==> config.mk <==
export PLATFORM = sky130hd
export DESIGN_NAME = move_history_stack
export DESIGN_NICKNAME = d
export VERILOG_FILES = /design/src/rtl/move_history_stack.sv
export SDC_FILE = /design/constraint.sdc
export NUM_CORES = 2
export LEC_CHECK = 0
export CORE_MARGIN = 10
export CORE_UTILIZATION = 28
export DETAILED_ROUTE_END_ITERATION = 10
export GPL_TIMING_DRIVEN = 0
export PLACE_DENSITY = 0.52
export RECOVER_POWER = 100
export SLEW_MARGIN = 40
export SYNTH_ARGS = -nofsm -noshare
export SYNTH_HDL_FRONTEND = slang
export SYNTH_SLANG_ARGS = --single-unit
==> constraint.sdc <==
create_clock -name clk -period 14.8 [get_ports clk]
set_input_delay 1.48 -clock clk [delete_from_list [all_inputs] [get_ports clk]]
set_output_delay 1.48 -clock clk [all_outputs]
set_load 0.05 [all_outputs]
==> src/rtl/move_history_stack.sv <==
// move_history_stack: LIFO ring-buffer move log that replays popped records to the board updater with undo set.
// Ports: clk/clear (sync active-high); push + in_* capture a record; undo_req pops the top record;
// out_valid/out_ready handshake the replayed fields; count/empty/full report occupancy;
// dropped pulses when the oldest record is overwritten, rej pulses when a request is refused.
module move_history_stack #(
  parameter int DEPTH = 16,
  localparam int PW = $clog2(DEPTH)
) (
  input  logic          clk,
  input  logic          clear,
  input  logic          push,
  input  logic          in_color_type,
  input  logic [63:0]   in_initialPosition,
  input  logic [63:0]   in_movedPosition,
  input  logic [5:0]    in_movingPiece,
  input  logic [5:0]    in_capturedPiece,
  input  logic [1:0]    in_castling,
  input  logic [4:0]    in_enpassant,
  input  logic          undo_req,
  input  logic          out_ready,
  output logic          out_valid,
  output logic          color_type,
  output logic [63:0]   initialPosition,
  output logic [63:0]   movedPosition,
  output logic [5:0]    movingPiece,
  output logic [5:0]    capturedPiece,
  output logic [1:0]    castling,
  output logic [4:0]    enpassant,
  output logic          undo,
  output logic [PW:0]   count,
  output logic          empty,
  output logic          full,
  output logic          dropped,
  output logic          rej
);
  localparam logic [1:0] IDLE = 2'd0;
  localparam logic [1:0] READ = 2'd1;
  localparam logic [1:0] PRESENT = 2'd2;
  localparam logic [PW:0] fullCount = (PW+1)'(DEPTH);
  logic [1:0] state;
  logic [PW-1:0] top;
  logic [PW-1:0] rdAddr;
  logic [147:0] mem [DEPTH];
  logic [147:0] rec;
  logic [147:0] inRec;
  logic doPush;
  assign inRec = {in_color_type, in_initialPosition, in_movedPosition, in_movingPiece,
                  in_capturedPiece, in_castling, in_enpassant};
  assign {color_type, initialPosition, movedPosition, movingPiece, capturedPiece, castling, enpassant} = rec;
  assign doPush = push && state == IDLE;
  assign out_valid = state == PRESENT;
  assign undo = out_valid;
  assign empty = count == '0;
  assign full = count == fullCount;
  always_ff @(posedge clk)
    if (!clear && doPush) mem[top] <= inRec;
  always_ff @(posedge clk) begin
    if (clear) begin
      state <= IDLE;
      top <= '0;
      count <= '0;
      rdAddr <= '0;
      rec <= '0;
      dropped <= 1'b0;
      rej <= 1'b0;
    end else begin
      dropped <= 1'b0;
      rej <= 1'b0;
      if (state == IDLE) begin
        if (push) begin
          top <= top + PW'(1);
          count <= full ? count : count + (PW+1)'(1);
          dropped <= full;
          rej <= undo_req;
        end else if (undo_req) begin
          rej <= empty;
          rdAddr <= top - PW'(1);
          state <= empty ? IDLE : READ;
        end
      end else begin
        rej <= push || undo_req;
        if (state == READ) begin
          rec <= mem[rdAddr];
          state <= PRESENT;
        end else if (out_ready) begin
          top <= top - PW'(1);
          count <= count - (PW+1)'(1);
          state <= IDLE;
        end
      end
    end
  end
endmodule

==> impl_metrics.tcl <==
set metrics [dict create \
    start_util_pct 28.1 \
    peakVddDrop_v 0.0000858 \
    clk_pin_slew_ns 0.06 \
    finalSetupTns_ns 0 \
    final-setup-viol-count 0 \
    die_w_um 601 \
    synth-seq-cells 2533 \
    grt_max_degree 17 \
    critPathKind "reg -> reg" \
    async_flop_share_pct 0 \
    yosysTopAreaCell "edfxtp_1" \
    p_leak_nw 35.1 \
    die_y_um 601 \
    rsz0062_at_grt "no" \
    yosys_warnings 0 \
    antenna_left 0 \
    root_buffer "clkbuf_16" \
    nNetsFinal 5187 \
    power_density_nw_per_um2 145 \
    drive_gt1_share_pct 23.9 \
    syn_area_per_cell_um2 23.1 \
    post_drt_wl_per_cell_um 27.9 \
    rows 213 \
    status "finished, violations left" \
    synthCells 4096 \
    finalMaxSlewViolations 33 \
    synth_edf_count 2368 \
    hpwl_um 191000 \
    violations "max-capacitance violations, max-slew violations" \
    skew_ns 0.0736 \
    drt_first_pass_iters 5 \
    cts_tree "built" \
    drv_cap 3 \
    cp.arrival_ns 8.07 \
    die_area_um2 361000 \
    cp_max_fo 10 \
    io_buffers 311 \
    pin_count 312 \
    insertion_delay_ns 0.90 \
    worst-endpoint-required_ns 15.56 \
    slew_headroom_pct -25.7 \
    seq_area_frac_synth_pct 78.7 \
    dr_total_vias 46208 \
    overflow 0 \
    end_kind "register" \
    postRouteWirelength_um 273000 \
    total_power_mw 16.4 \
    min_path_type "reg -> reg" \
    synthDominantCellAreaShare_pct 75.2 \
    fmax_mhz 137 \
    grt_pass1_vias 48231 \
    final_util_pct 33.8 \
    antenna_found_initial 105 \
    viasPerCell 4.72 \
    cts_resized 0 \
    htreeDepth 5 \
    synth_area_leaders "edfxtp_1, mux4_2, dfxtp_1, mux2_2, a221o_1" \
    ctsLongestPathBuffers 4 \
    layout_commonest_cell "edfxtp_1" \
    grtUsageTotal_pct 14.6 \
    drt-initial-drc-count 4153 \
    cts_inserted_buffers 284 \
    synthFlopType "edfxtp_1" \
    core-area_um2 336000 \
    final_cell_mix "edfxtp_1, mux4_2, clkbuf_1, dlygate4sd3_1, clkbuf_16" \
    netlist_area_um2 94500 \
    gp_congestion 0.697 \
    cts_sinks 2533 \
    fin_crit_sh_pct 49.4 \
    grt_pass1_wl_um 381000 \
    cts_setup_buffers 0 \
    hold_viol 0 \
    ctsHoldBuffers 0 \
    synth_cell_type_count 46 \
    hold_ws_ns 0.468 \
    tightest_slew_ns 1.89 \
    syn_to_final_growth_pct 20.3 \
    post-place-ws_ns 9.30 \
    fin_ws_ns 7.49 \
    drc 0 \
    syn_nets 4256 \
    crit_path_start_kind "register" \
    period_needed_ns 7.31 \
]
## final timing paths
path / from / end / slack, ns / depth (start not counted)
min: rec[40]$_SDFFE_PP0P_ / rec[40]$_SDFFE_PP0P_ / 0.47 / 2
max: rdAddr[0]$_SDFFE_PP0P_ / rec[16]$_SDFFE_PP0P_ / 7.49 / 8
max reg2reg: rdAddr[0]$_SDFFE_PP0P_ / rec[16]$_SDFFE_PP0P_ / 7.49 / 8
min reg2reg: rec[40]$_SDFFE_PP0P_ / rec[40]$_SDFFE_PP0P_ / 0.47 / 2
## cell type report
| cell class | instances | area, um2 |
|---|---|---|
| Fill cell | 31905 | 223000 |
| Sequential cell | 2533 | 74400 |
| Multi-Input combinational cell | 1330 | 18800 |
| Clock buffer | 376 | 7580 |
| Tap cell | 4515 | 5650 |
| Timing Repair Buffer | 645 | 4370 |
| Clock inverter | 141 | 1560 |
| Buffer | 226 | 1210 |
| Antenna cell | 14 | 35.0 |
| Inverter | 7 | 26.3 |
## cell usage after synthesis (all sizes together) (2+ instances only)
| cell | number |
|---|---|
| inv | 7 |
| xnor2 | 8 |
| and2 | 6 |
| nor4b | 2 |
| a211oi | 4 |
| clkbuf | 77 |
| o22ai | 49 |
| nor3 | 9 |
| edfxtp | 2368 |
| and3 | 2 |
| mux4 | 592 |
| a22o | 53 |
| ha | 7 |
| a221o | 53 |
| mux2i | 51 |
| dfxtp | 165 |
| mux2 | 130 |
| or3b | 2 |
| buf | 149 |
| o21ai | 54 |
| nand2 | 113 |
| a21oi | 5 |
| nor2b | 3 |
| a22oi | 50 |
| nor2 | 75 |
| nand2b | 3 |
| o211ai | 47 |
## registers in the layout, indices dropped and copies added (netlist names)
signal / flops
dropped: 1
state: 2
count: 5
top: 4
rdAddr: 4
rec: 148
mem: 2368
rej: 1
## per-stage QoR
stage          cells  cell area [um2]
5_1_grt         9779           114000
2_1_floorplan   4096            94500
6_report        9787           114000
3_3_place_gp    8922           103000
4_1_cts         9773           118000
3_5_place_dp    9256           108000
## critical path: stages, from the launching register on
cell	delay (ns)
dfxtp_1	0.43
clkbuf_1	0.89
clkbuf_1	0.72
clkbuf_1	1.42
clkbuf_1	1.14
clkbuf_1	1.02
clkbuf_1	1.06
mux2i_1	0.29
o211ai_1	0.11
## cells by family (layout without fill, tap and decap cells)
family | count (synthesis) | after routing | share of synthesized area (%)
AO/OA/AOI/OAI | 320 | 320 | 2.54
XOR/XNOR | 8 | 8 | 0.0741
adder cells (fa/ha/maj) | 7 | 7 | 0.0927
buffers and inverters | 233 | 1395 | 1.35
flip-flops | 2533 | 2533 | 78.7
multiplexers | 773 | 773 | 16.2
other | 0 | 14 | 0
AND/OR/NAND/NOR | 222 | 222 | 1.01
## metal layers
metal,track usage (%),part of all wire (%)
met1,18.9,41
met2,25.4,50
met3,2.93,6.0
met4,3.52,2.9
met5,0,0.048
## report_power, final
part	switching [mW]	total (mW)	internal, mW	leakage, nW
sequential	0.0550	8.04	7.99	22.7
clock	2.92	6.88	3.96	4.41
combinational	0.934	1.52	0.590	7.98
total	3.91	16.4	12.5	35.1
Note: power is estimated with default switching activity, not from simulation.
